<file path="src/rtl/ex_mdu_pkg.sv">
// rtl/ex_mdu_pkg.sv - shared encodings and defaults for the EX-stage multiply/divide unit
package ex_mdu_pkg;

  localparam int DATA_W_DEF  = 32;
  localparam int MUL_LAT_DEF = 2;

  typedef enum logic [2:0] {
    OP_MULT  = 3'd0,
    OP_MULTU = 3'd1,
    OP_DIV   = 3'd2,
    OP_DIVU  = 3'd3,
    OP_MTHI  = 3'd4,
    OP_MTLO  = 3'd5
  } mdu_op_e;

  typedef enum logic [1:0] {
    S_IDLE = 2'd0,
    S_MUL  = 2'd1,
    S_DIV  = 2'd2,
    S_DONE = 2'd3
  } state_e;

  typedef struct packed {
    logic b_zero;
    logic q_neg;
    logic r_neg;
  } div_flags_t;

  // MULT/MULTU/DIV/DIVU are exactly the encodings with bit 2 clear.
  function automatic logic is_arith(input logic [2:0] op);
    return ~op[2];
  endfunction

endpackage

</file>
<file path="src/rtl/ex_mdu_if.sv">
// rtl/ex_mdu_if.sv - EX-stage pipeline <-> MDU signal bundle
interface ex_mdu_if
  import ex_mdu_pkg::*;
#(
  parameter int DATA_W = DATA_W_DEF
);
  logic              flush;
  logic              ex_advance;
  logic              op_valid;
  logic [2:0]        op;
  logic [DATA_W-1:0] src_a;
  logic [DATA_W-1:0] src_b;
  logic              stallreq;
  logic              done;
  logic [DATA_W-1:0] hi;
  logic [DATA_W-1:0] lo;

  modport master (
    output flush, ex_advance, op_valid, op, src_a, src_b,
    input  stallreq, done, hi, lo
  );

  modport slave (
    input  flush, ex_advance, op_valid, op, src_a, src_b,
    output stallreq, done, hi, lo
  );
endinterface

</file>
<file path="src/rtl/ex_mdu_div_iter.sv">
// rtl/ex_mdu_div_iter.sv - restoring divider on unsigned magnitudes, one quotient bit per cycle
module ex_mdu_div_iter #(
  parameter int W = 32
) (
  input  logic         clk,
  input  logic         rst,
  input  logic         start_i,
  input  logic         kill_i,
  input  logic [W-1:0] dividend_i,
  input  logic [W-1:0] divisor_i,
  output logic         busy_o,
  output logic         last_o,
  output logic [W-1:0] quo_o,
  output logic [W-1:0] rem_o
);
  localparam int CW = $clog2(W + 1);

  logic [W-1:0]  rem_q, rem_d, quo_q, quo_d, dvs_q, dvs_d;
  logic [CW-1:0] cnt_q, cnt_d;
  logic          busy_q, busy_d;
  logic [W:0]    trial;
  logic          fits;
  logic [W-1:0]  rem_step, quo_step;

  always_comb begin
    trial    = {rem_q, quo_q[W-1]};
    fits     = trial >= {1'b0, dvs_q};
    rem_step = fits ? (trial[W-1:0] - dvs_q) : trial[W-1:0];
    quo_step = {quo_q[W-2:0], fits};

    rem_d  = rem_q;
    quo_d  = quo_q;
    dvs_d  = dvs_q;
    cnt_d  = cnt_q;
    busy_d = busy_q;
    if (kill_i) begin
      busy_d = 1'b0;
      cnt_d  = '0;
    end else if (start_i) begin
      rem_d  = '0;
      quo_d  = dividend_i;
      dvs_d  = divisor_i;
      cnt_d  = CW'(W);
      busy_d = 1'b1;
    end else if (busy_q) begin
      rem_d = rem_step;
      quo_d = quo_step;
      cnt_d = cnt_q - CW'(1);
      if (cnt_q == CW'(1)) busy_d = 1'b0;
    end
  end

  always_ff @(posedge clk or posedge rst) begin
    if (rst) begin
      rem_q  <= '0;
      quo_q  <= '0;
      dvs_q  <= '0;
      cnt_q  <= '0;
      busy_q <= 1'b0;
    end else begin
      rem_q  <= rem_d;
      quo_q  <= quo_d;
      dvs_q  <= dvs_d;
      cnt_q  <= cnt_d;
      busy_q <= busy_d;
    end
  end

  // Final-iteration results are presented combinationally so the owner commits on the last edge.
  assign busy_o = busy_q;
  assign last_o = busy_q & (cnt_q == CW'(1));
  assign quo_o  = quo_step;
  assign rem_o  = rem_step;

endmodule

</file>
<file path="src/rtl/ex_mdu.sv">
// rtl/ex_mdu.sv - EX-stage multiply/divide unit owning HI/LO, with pipelined multiplier and iterative divider
module ex_mdu
  import ex_mdu_pkg::*;
#(
  parameter int DATA_W  = DATA_W_DEF,
  parameter int MUL_LAT = MUL_LAT_DEF
) (
  input logic     clk,
  input logic     rst,
  ex_mdu_if.slave mdu
);
  localparam int P_W    = 2 * DATA_W;
  localparam int CNT_MX = (MUL_LAT > DATA_W) ? MUL_LAT : DATA_W;
  localparam int CNT_W  = $clog2(CNT_MX + 1);

  state_e            state_q, state_d;
  logic [CNT_W-1:0]  cnt_q, cnt_d;
  logic [DATA_W-1:0] hi_q, hi_d, lo_q, lo_d, a_q, a_d;
  div_flags_t        flg_q, flg_d;
  logic              done_q, done_d;
  logic [P_W-1:0]    pipe_q [MUL_LAT];

  logic              op_arith, op_signed, issue, mt_we, mul_fin, div_fin;
  logic [P_W-1:0]    ext_a, ext_b, product;
  logic [DATA_W-1:0] mag_a, mag_b, quo_fix, rem_fix, div_quo, div_rem;
  logic              div_busy, div_last;

  assign op_arith  = is_arith(mdu.op);
  assign op_signed = ~mdu.op[0];
  assign issue     = (state_q == S_IDLE) & mdu.op_valid & op_arith & ~mdu.flush;
  assign mt_we     = mdu.op_valid & mdu.ex_advance & ~mdu.flush;

  // Low 2W bits of the sign-extended product equal the signed product.
  assign ext_a   = {{DATA_W{op_signed & mdu.src_a[DATA_W-1]}}, mdu.src_a};
  assign ext_b   = {{DATA_W{op_signed & mdu.src_b[DATA_W-1]}}, mdu.src_b};
  assign product = ext_a * ext_b;

  assign mag_a = (op_signed & mdu.src_a[DATA_W-1]) ? -mdu.src_a : mdu.src_a;
  assign mag_b = (op_signed & mdu.src_b[DATA_W-1]) ? -mdu.src_b : mdu.src_b;

  ex_mdu_div_iter #(.W(DATA_W)) u_div_iter (
    .clk        (clk),
    .rst        (rst),
    .start_i    (issue & mdu.op[1]),
    .kill_i     (mdu.flush),
    .dividend_i (mag_a),
    .divisor_i  (mag_b),
    .busy_o     (div_busy),
    .last_o     (div_last),
    .quo_o      (div_quo),
    .rem_o      (div_rem)
  );

  assign quo_fix = flg_q.q_neg ? -div_quo : div_quo;
  assign rem_fix = flg_q.r_neg ? -div_rem : div_rem;
  assign mul_fin = (state_q == S_MUL) & (cnt_q == CNT_W'(1)) & ~mdu.flush;
  assign div_fin = (state_q == S_DIV) & div_busy & div_last & ~mdu.flush;

  always_comb begin
    a_d   = a_q;
    flg_d = flg_q;
    if (issue) begin
      a_d          = mdu.src_a;
      flg_d.b_zero = (mdu.src_b == '0);
      flg_d.q_neg  = op_signed & (mdu.src_a[DATA_W-1] ^ mdu.src_b[DATA_W-1]);
      flg_d.r_neg  = op_signed & mdu.src_a[DATA_W-1];
    end

    hi_d   = hi_q;
    lo_d   = lo_q;
    done_d = mul_fin | div_fin;
    if (mul_fin) begin
      {hi_d, lo_d} = pipe_q[MUL_LAT-1];
    end else if (div_fin) begin
      hi_d = flg_q.b_zero ? a_q : rem_fix;
      lo_d = flg_q.b_zero ? '1  : quo_fix;
    end else if (mt_we && mdu.op == OP_MTHI) begin
      hi_d = mdu.src_a;
    end else if (mt_we && mdu.op == OP_MTLO) begin
      lo_d = mdu.src_a;
    end
  end

  always_comb begin
    state_d = state_q;
    cnt_d   = cnt_q;
    case (state_q)
      S_IDLE: if (issue) begin
        state_d = mdu.op[1] ? S_DIV : S_MUL;
        cnt_d   = mdu.op[1] ? CNT_W'(DATA_W) : CNT_W'(MUL_LAT);
      end
      S_MUL, S_DIV: begin
        cnt_d = cnt_q - CNT_W'(1);
        if (mdu.flush) begin
          state_d = S_IDLE;
          cnt_d   = '0;
        end else if (mul_fin || div_fin) begin
          state_d = S_DONE;
        end
      end
      // Held until EX drains so a later-stage stall cannot re-issue the same op.
      S_DONE: if (mdu.ex_advance || mdu.flush) state_d = S_IDLE;
      default: state_d = S_IDLE;
    endcase
  end

  always_ff @(posedge clk or posedge rst) begin
    if (rst) begin
      state_q <= S_IDLE;
      cnt_q   <= '0;
      hi_q    <= '0;
      lo_q    <= '0;
      a_q     <= '0;
      flg_q   <= '0;
      done_q  <= 1'b0;
    end else begin
      state_q <= state_d;
      cnt_q   <= cnt_d;
      hi_q    <= hi_d;
      lo_q    <= lo_d;
      a_q     <= a_d;
      flg_q   <= flg_d;
      done_q  <= done_d;
    end
  end

  // Operands are held while stalled, so the stage-0 capture at the issue edge propagates intact.
  always_ff @(posedge clk or posedge rst) begin
    if (rst) begin
      for (int i = 0; i < MUL_LAT; i++) pipe_q[i] <= '0;
    end else begin
      pipe_q[0] <= product;
      for (int i = 1; i < MUL_LAT; i++) pipe_q[i] <= pipe_q[i-1];
    end
  end

  assign mdu.stallreq = ~rst & mdu.op_valid & op_arith & (state_q != S_DONE);
  assign mdu.done     = done_q;
  assign mdu.hi       = hi_q;
  assign mdu.lo       = lo_q;

endmodule

</file>
<file path="src/flat_wrapper.sv">
// flat-port wrapper written by rule: the top's interface ports become plain ports
module ex_mdu_flat import ex_mdu_pkg::*;
#(
  parameter int DATA_W  = DATA_W_DEF,
  parameter int MUL_LAT = MUL_LAT_DEF
)
  (clk, rst, mdu_flush, mdu_ex_advance, mdu_op_valid, mdu_op, mdu_src_a, mdu_src_b, mdu_stallreq, mdu_done, mdu_hi, mdu_lo);
  ex_mdu_if #(.DATA_W(DATA_W)) mdu_i ();
  input logic clk;
  input logic rst;
  input wire logic [$bits(mdu_i.flush)-1:0] mdu_flush;
  input wire logic [$bits(mdu_i.ex_advance)-1:0] mdu_ex_advance;
  input wire logic [$bits(mdu_i.op_valid)-1:0] mdu_op_valid;
  input wire logic [$bits(mdu_i.op)-1:0] mdu_op;
  input wire logic [$bits(mdu_i.src_a)-1:0] mdu_src_a;
  input wire logic [$bits(mdu_i.src_b)-1:0] mdu_src_b;
  output wire logic [$bits(mdu_i.stallreq)-1:0] mdu_stallreq;
  output wire logic [$bits(mdu_i.done)-1:0] mdu_done;
  output wire logic [$bits(mdu_i.hi)-1:0] mdu_hi;
  output wire logic [$bits(mdu_i.lo)-1:0] mdu_lo;
  assign mdu_i.flush = mdu_flush;
  assign mdu_i.ex_advance = mdu_ex_advance;
  assign mdu_i.op_valid = mdu_op_valid;
  assign mdu_i.op = mdu_op;
  assign mdu_i.src_a = mdu_src_a;
  assign mdu_i.src_b = mdu_src_b;
  assign mdu_stallreq = mdu_i.stallreq;
  assign mdu_done = mdu_i.done;
  assign mdu_hi = mdu_i.hi;
  assign mdu_lo = mdu_i.lo;
  ex_mdu #(.DATA_W(DATA_W), .MUL_LAT(MUL_LAT)) u_core (.clk(clk), .rst(rst), .mdu(mdu_i));
endmodule
</file>
<file path="config.mk">
export PLATFORM = sky130hd
export DESIGN_NAME = ex_mdu_flat
export DESIGN_NICKNAME = d
export VERILOG_FILES = /design/src/rtl/ex_mdu_pkg.sv /design/src/rtl/ex_mdu_if.sv /design/src/rtl/ex_mdu_div_iter.sv /design/src/rtl/ex_mdu.sv /design/src/flat_wrapper.sv
export SDC_FILE = /design/constraint.sdc
export NUM_CORES = 2
export LEC_CHECK = 0
export BUFFER_PORTS_ARGS = -buffer_cell sky130_fd_sc_hd__buf_2
export CORE_MARGIN = 2
export CORE_UTILIZATION = 50
export DETAILED_ROUTE_END_ITERATION = 6
export PLACE_DENSITY = 0.66
export SLEW_MARGIN = 20
export SYNTH_ARGS = -nofsm -noshare
export SYNTH_HDL_FRONTEND = slang
export SYNTH_SLANG_ARGS = --single-unit
</file>
<file path="constraint.sdc">
create_clock -name clk -period 26.8 [get_ports clk]
set_input_delay 2.68 -clock clk [delete_from_list [all_inputs] [get_ports clk]]
set_output_delay 2.68 -clock clk [all_outputs]
set_load 0.01 [all_outputs]
</file>
-- After elaboration in Yosys (flattened, before gate mapping)
Index checks and enable logic that the tools add are counted.
- logic and storage cells: 113
- register bits after elaboration: 339
- output and inout bits: 66
- muxes and demuxes: 35
- magnitude comparators: 1
- bitwise operators: 24
- reductions and logical operators: 17
- eq/ne operators: 12
- add/subtract/negate cells: 7
- $mul: 1
- operator list (kind ; number):
    $mux W32 ; 18
    $neg A32 Y32 ; 4
    $mul A33 B33 Y64 ; 1
    $mux W6 ; 6
    $ge A33 B32 Y1 ; 1
    $logic_not A32 Y1 ; 1
    $sub A32 B32 Y32 ; 1
    $and A1 B1 Y1 ; 18
    $eq A6 B1 Y1 const B ; 2
    $pmux W6 S2 ; 1
    $sub A6 B1 Y6 const B ; 2
    $mux W2 ; 5
    $reduce_bool A3 Y1 ; 3
    $reduce_and A2 Y1 ; 4
    $eq A3 B3 Y1 const B ; 2
    $pmux W2 S3 ; 1
    $eq A2 B2 Y1 const B ; 2
    $mux W1 ; 4
    $ne A2 B1 Y1 const B ; 2
    $not A1 Y1 ; 4
    $reduce_bool A2 Y1 ; 2
    $ne A3 B1 Y1 const B ; 1
    $ne A3 B2 Y1 const B ; 1
    $reduce_and A3 Y1 ; 1
    8 further kinds ; 10

-- Depth between registers and ports, before layout
- depth in word-level cells: 8
- gate-level depth with buffers: 34

-- Hierarchy
A second synthesis with hierarchy kept.
- cell total of the unflattened synthesis: 6108
- area total of the unflattened synthesis: 55977.4 um^2
- by module, submodules not included (module ; area an instance (um^2) ; cells an instance ; times used):
    ex_mdu ; 49321.1 ; 5389 ; 1
    ex_mdu_div_iter ; 6656.4 ; 719 ; 1

-- Worst setup path before layout
No wires, ideal clock.
- kind: in2reg
- from: input mdu_src_a[31]
- to: register u_core.pipe_q[126] in the netlist's numbering
- arrival time: 10.963 ns
- buffers on the path: 4
- slack: 15.757 ns
- setup time: 0.080 ns
- cell stages on the path: 32
- cell sequence: clkbuf_1 > nor2b_1 > clkbuf_1 > clkbuf_1 > clkbuf_1 > nand2_1 > inv_1 > fa_1 > fa_1 > fa_1 > inv_1 > fa_1 > inv_1 > fa_1 > fa_1 > fa_1 > inv_1 > fa_1 > inv_1 > ha_1 > a21o_1 > a21o_1 > a21o_1 > a21o_1 > a211oi_1 > o21ai_0 > o21bai_1 > nor2_1 > o21ai_0 > a211o_1 > a21oi_1 > xnor2_1
- longest elaborated chain between the ends: 2
- RTL lines (what ; line ; source):
    start, declared ; flat_wrapper.sv:15 ; input wire logic [$bits(mdu_i.src_a)-1:0] mdu_src_a;
    $and A1 B1 Y1 ; ex_mdu.sv:34 ; assign ext_a = {{DATA_W{op_signed & mdu.src_a[DATA_W-1]}}, mdu.src_a};
    $mul A33 B33 Y64 (*) ; ex_mdu.sv:36 ; assign product = ext_a * ext_b;
    via u_core.product[62] ; ex_mdu.sv:24 ; logic [P_W-1:0] ext_a, ext_b, product;
    end, declared ; ex_mdu.sv:21 ; logic [P_W-1:0] pipe_q [MUL_LAT];
The timed path passes the listed nets; every way through them passes the cells marked *.
A chain may end at the register's enable or synchronous reset.

-- Worst setup path in the final report
- from: input mdu_src_a[31]
- to: register u_core.pipe_q[124] in the netlist's numbering
The elaborated chain is that of the path after synthesis.

==> flow_summary.html <==
<table>
<tr><th>Metric</th><th>Value</th></tr>
<tr><th colspan="2">GRT</th></tr>
<tr><td>Maximum number of pins on one net before global-route repair</td><td>170</td></tr>
<tr><td>Wire length of the first global-routing pass</td><td>277200 um</td></tr>
<tr><td>Gr usage total</td><td>0.3260</td></tr>
<tr><td>Initial antenna violation count</td><td>11</td></tr>
<tr><td>Vias in the first global route</td><td>44610</td></tr>
<tr><td>Final global-route overflow total</td><td>0</td></tr>
<tr><th colspan="2">Logic synthesis</th></tr>
<tr><td>Most used DFF post-synth</td><td>dfrtp_1</td></tr>
<tr><td>Cell area after synthesis</td><td>55590 um^2</td></tr>
<tr><td>Parity-gate share of the synthesized area counting xor and xnor cells</td><td>0.03388</td></tr>
<tr><td>Syn avg cell area</td><td>9.071 um^2</td></tr>
<tr><td>Async set or reset register ratio after synthesis</td><td>1.000</td></tr>
<tr><td>Share of synthesized cell area in and, or, nand and nor gates</td><td>0.1531</td></tr>
<tr><td>Distinct cells, synth</td><td>90</td></tr>
<tr><td>Post-synthesis mux area share</td><td>0.006257</td></tr>
<tr><td>Number of warning messages in the yosys log</td><td>0</td></tr>
<tr><td>Synthesized flop and latch total</td><td>339</td></tr>
<tr><td>Number of flops mapped to enable cells by yosys</td><td>0</td></tr>
<tr><td>Share of the synthesized area in compound gates (AO/OA/AOI/OAI)</td><td>0.08567</td></tr>
<tr><td>Net count of the mapped netlist</td><td>7584</td></tr>
<tr><td>Sequential cell area fraction in the yosys report</td><td>0.1526</td></tr>
<tr><td>Adder and majority cell fraction of the synthesized area</td><td>0.4636</td></tr>
<tr><td>Combinational family with the most area after synthesis</td><td>adder cells</td></tr>
<tr><td>Gate Count Post-Synth</td><td>6128</td></tr>
<tr><th colspan="2">Setup path</th></tr>
<tr><td>Capturing element type of the critical path</td><td>flip-flop</td></tr>
<tr><td>Crit path max fanout</td><td>38</td></tr>
<tr><td>Crit path DAT</td><td>12.00 ns</td></tr>
<tr><td>WP data required</td><td>27.24 ns</td></tr>
<tr><td>Depth of the worst register-to-register path</td><td>17</td></tr>
<tr><td>Worst Setup Path Type</td><td>input pin to flip-flop</td></tr>
<tr><td>Kind of launch point of the worst setup path</td><td>input pin</td></tr>
<tr><th colspan="2">CTS</th></tr>
<tr><td>Clock root buffer</td><td>clkbuf_16</td></tr>
<tr><td>Clock-pin slew on the worst setup and hold paths</td><td>0.07 ns</td></tr>
<tr><td>Number of levels the H-tree was split into</td><td>2</td></tr>
<tr><td>Clock latency on the worst-skew pair</td><td>0.56 ns</td></tr>
<tr><td>Number of buffers created by CTS</td><td>37</td></tr>
<tr><td>Count of cells resized by post-cts repair</td><td>0</td></tr>
<tr><td>TritonCTS clock tree</td><td>done</td></tr>
<tr><td>Buffers inserted during post-CTS setup optimization</td><td>0</td></tr>
<tr><td>Clk sink count</td><td>339</td></tr>
<tr><td>Count of hold-fix buffers inserted at cts</td><td>0</td></tr>
<tr><td>Maximum buffer depth of the clock tree</td><td>3</td></tr>
<tr><th colspan="2">Floorplan</th></tr>
<tr><td>Chip width</td><td>337.4 um</td></tr>
<tr><td>Row count</td><td>122</td></tr>
<tr><td>Die Outline Area</td><td>113900 um^2</td></tr>
<tr><td>Die height</td><td>337.4 um</td></tr>
<tr><td>Core area</td><td>110500 um^2</td></tr>
<tr><td>Count of boundary I/O pins</td><td>138</td></tr>
<tr><td>Effective utilization at floorplan</td><td>0.5030</td></tr>
<tr><th colspan="2">Detailed routing</th></tr>
<tr><td>Remaining design rule violation count</td><td>0</td></tr>
<tr><td>Vias</td><td>43100</td></tr>
<tr><td>Pre-antenna DRT Iters</td><td>6</td></tr>
<tr><td>Number of design-rule violations left by the first detailed-router iteration</td><td>3674</td></tr>
<tr><td>Mean number of vias per cell</td><td>5.705</td></tr>
<tr><td>Final ANT Viol Nets</td><td>0</td></tr>
<tr><td>Drt total wl</td><td>182300 um</td></tr>
<tr><td>WL/cell</td><td>24.13 um</td></tr>
<tr><th colspan="2">Timing</th></tr>
<tr><td>Fin. max-slew vios</td><td>0</td></tr>
<tr><td>Top achievable clock speed</td><td>0.08648 GHz</td></tr>
<tr><td>Clock Skew</td><td>0.02273 ns</td></tr>
<tr><td>Post-route setup TNS</td><td>0 ns</td></tr>
<tr><td>Final Critical Period</td><td>11.56 ns</td></tr>
<tr><td>Final Setup Violations</td><td>0</td></tr>
<tr><td>Setup repair after global routing missed its margin</td><td>no</td></tr>
<tr><td>Transition time at the pin with the least slew margin</td><td>1.084 ns</td></tr>
<tr><td>Worst rel slew slack</td><td>0.2765</td></tr>
<tr><td>Post-route fraction of the period consumed by the critical path</td><td>0.4315</td></tr>
<tr><td>Number of failing hold endpoints at the final stage</td><td>0</td></tr>
<tr><th colspan="2">Place</th></tr>
<tr><td>DP Cell Count</td><td>7480</td></tr>
<tr><td>Total half-perimeter wirelength after legalization and detailed placement</td><td>138100 um</td></tr>
<tr><td>Count of buffers from port buffering</td><td>137</td></tr>
<tr><td>Routability cong.</td><td>0.9637</td></tr>
<tr><th colspan="2">Cells and area</th></tr>
<tr><td>Layout cell share with drive strength beyond 1</td><td>0.05826</td></tr>
<tr><td>Post-layout nets</td><td>7487</td></tr>
<tr><td>Final non-filler cell total</td><td>7555</td></tr>
<tr><td>Area added between synthesis and finish</td><td>5.780%</td></tr>
<tr><th colspan="2">Min path</th></tr>
<tr><td>Worst hold path depth</td><td>0</td></tr>
<tr><td>Path category of the worst min-delay check</td><td>flip-flop to flip-flop</td></tr>
<tr><th colspan="2">Run status</th></tr>
<tr><td>Status</td><td>complete, no violations</td></tr>
<tr><th colspan="2">Job</th></tr>
<tr><td>Max_cap viols</td><td>0</td></tr>
</table>
[cell usage in the layout, fill, tap and decap left out, types with 8 or more instances in the layout]
| master | instances |
|---|---|
| o21a_1 | 15 |
| diode_2 | 8 |
| and2_1 | 359 |
| a311oi_1 | 8 |
| nand2_1 | 1044 |
| o22ai_1 | 9 |
| o21ai_0 | 203 |
| ha_1 | 258 |
| inv_1 | 1168 |
| buf_2 | 137 |
| and3_1 | 12 |
| a21oi_1 | 194 |
| o41ai_1 | 13 |
| xor2_1 | 70 |
| nor2_1 | 225 |
| dfrtp_1 | 339 |
| buf_4 | 101 |
| nor4_1 | 11 |
| o211ai_1 | 21 |
| a21o_1 | 59 |
| nand2b_1 | 33 |
| mux2i_1 | 28 |
| a211oi_1 | 20 |
| o221ai_1 | 29 |
| xnor2_1 | 145 |
| o31ai_1 | 30 |
| clkbuf_16 | 37 |
| or3_1 | 25 |
| nor3_1 | 54 |
| nand4_1 | 17 |
| nor2b_1 | 8 |
| fa_1 | 1125 |
| a31oi_1 | 47 |
| nand3_1 | 30 |
[per-layer routing]
layer	routed length [um]	part of all wire	vias to the layer above	track usage
li1	-	-	18410	-
met1	72140	0.40	22260	0.4350
met2	83240	0.46	1972	0.5149
met3	15680	0.086	459	0.05661
met4	11220	0.062	4	0.1653
met5	27	0.00015	-	0
[final timing paths]
kind | startpoint | end | slack (ns)
worst min register to register | u_core.pipe_q[103]$_DFF_PP0_ | u_core.pipe_q[39]$_DFF_PP0_ | 0.34
worst max register to register | u_core.u_div_iter.rem_q[3]$_DFFE_PP0P_ | u_core.mdu.hi[16]$_DFFE_PP0P_ | 21.04
min in group asynchronous | rst | u_core.state_q[0]$_DFFE_PP0P_ | 2.31
max in group asynchronous | rst | u_core.mdu.hi[18]$_DFFE_PP0P_ | 23.03
worst max-delay path | mdu_src_a[31] | u_core.pipe_q[124]$_DFF_PP0_ | 15.24
worst min-delay path | u_core.pipe_q[103]$_DFF_PP0_ | u_core.pipe_q[39]$_DFF_PP0_ | 0.34
[cell usage after synthesis (11+ instances only)]
master,count,area share
a211oi_1,20,0.0027
a21o_1,59,0.0080
a21oi_1,194,0.017
a31oi_1,47,0.0053
and2_1,360,0.041
and3_1,12,0.0014
buf_1,50,0.0034
clkbuf_1,313,0.021
dfrtp_1,339,0.15
fa_1,1126,0.41
ha_1,258,0.058
inv_1,1169,0.079
mux2i_1,28,0.0050
nand2_1,1047,0.071
nand2b_1,33,0.0037
nand3_1,30,0.0027
nand4_1,17,0.0019
nor2_1,225,0.015
nor3_1,55,0.0050
nor4_1,11,0.0012
o211ai_1,21,0.0028
o21a_1,15,0.0020
o21ai_0,203,0.018
o221ai_1,29,0.0046
o31ai_1,30,0.0041
o41ai_1,13,0.0020
or3_1,25,0.0028
xnor2_1,145,0.023
xor2_1,70,0.011
[critical path, stage by stage]
cell	delay, ns
buf_2	0.08
buf_4	0.43
nand2b_1	0.65
nor2_1	0.59
fa_1	0.58
fa_1	0.56
fa_2	0.59
inv_1	0.25
fa_1	1.08
inv_1	0.31
fa_1	0.52
fa_1	0.55
inv_1	0.05
fa_1	0.45
fa_1	0.49
inv_1	0.04
ha_1	0.33
inv_1	0.08
nor4_1	0.37
nand2b_1	0.14
nor3_1	0.23
nor2_1	0.13
o21ai_0	0.42
a21o_1	0.19
a21oi_1	0.07
xnor2_1	0.13
[cell families after synthesis]
kind of cell             count (synthesis)
AO/OA/AOI/OAI                          743
AND/OR/NAND/NOR                       1867
buffers and inverters                 1546
flip-flops                             339
adder cells (fa/ha/maj)               1384
multiplexers                            34
XOR/XNOR                               215
[flip-flops by register name, summed over array words and instances (netlist names)]
register,flops
u_core.mdu.done,1
u_core.u_div_iter.quo_q,32
u_core.cnt_q,6
u_core.pipe_q,128
u_core.state_q,2
u_core.mdu.hi,32
u_core.a_q,32
u_core.u_div_iter.cnt_q,6
u_core.flg_q,3
u_core.u_div_iter.rem_q,32
u_core.mdu.lo,32
u_core.u_div_iter.dvs_q,32
u_core.u_div_iter.busy_o,1
[area by class of cell]
class                      instances  area [um^2]
timing repair buffer             239         1464
multi-input combinational       4243        41330
inverter                        1171         4403
clock buffer                      50         1035
tap                             1488         1862
clock inverter                    17        202.7
fill                           10090        51710
sequential                       339         8483
antenna                            8        20.02
[stage by stage]
stage / worst slack (ns) / area (um^2) / util / hold WS, ns
6_report: 15.24 / 58800 / 0.5321 / 0.3401
5_1_grt: 14.77 / 58790 / 0.5320 / 0.3549
4_1_cts: 15.27 / 58780 / 0.5319 / 0.3467
3_5_place_dp: 14.72 / 57540 / 0.5207 / 0.3347
3_3_place_gp: 14.90 / 57540 / 0.5207 / 0.3321
2_1_floorplan: 14.73 / 55590 / - / 0.3312
Power is not shown: default switching activity piles up to over one toggle a cycle in this logic, so the estimate is an artifact.
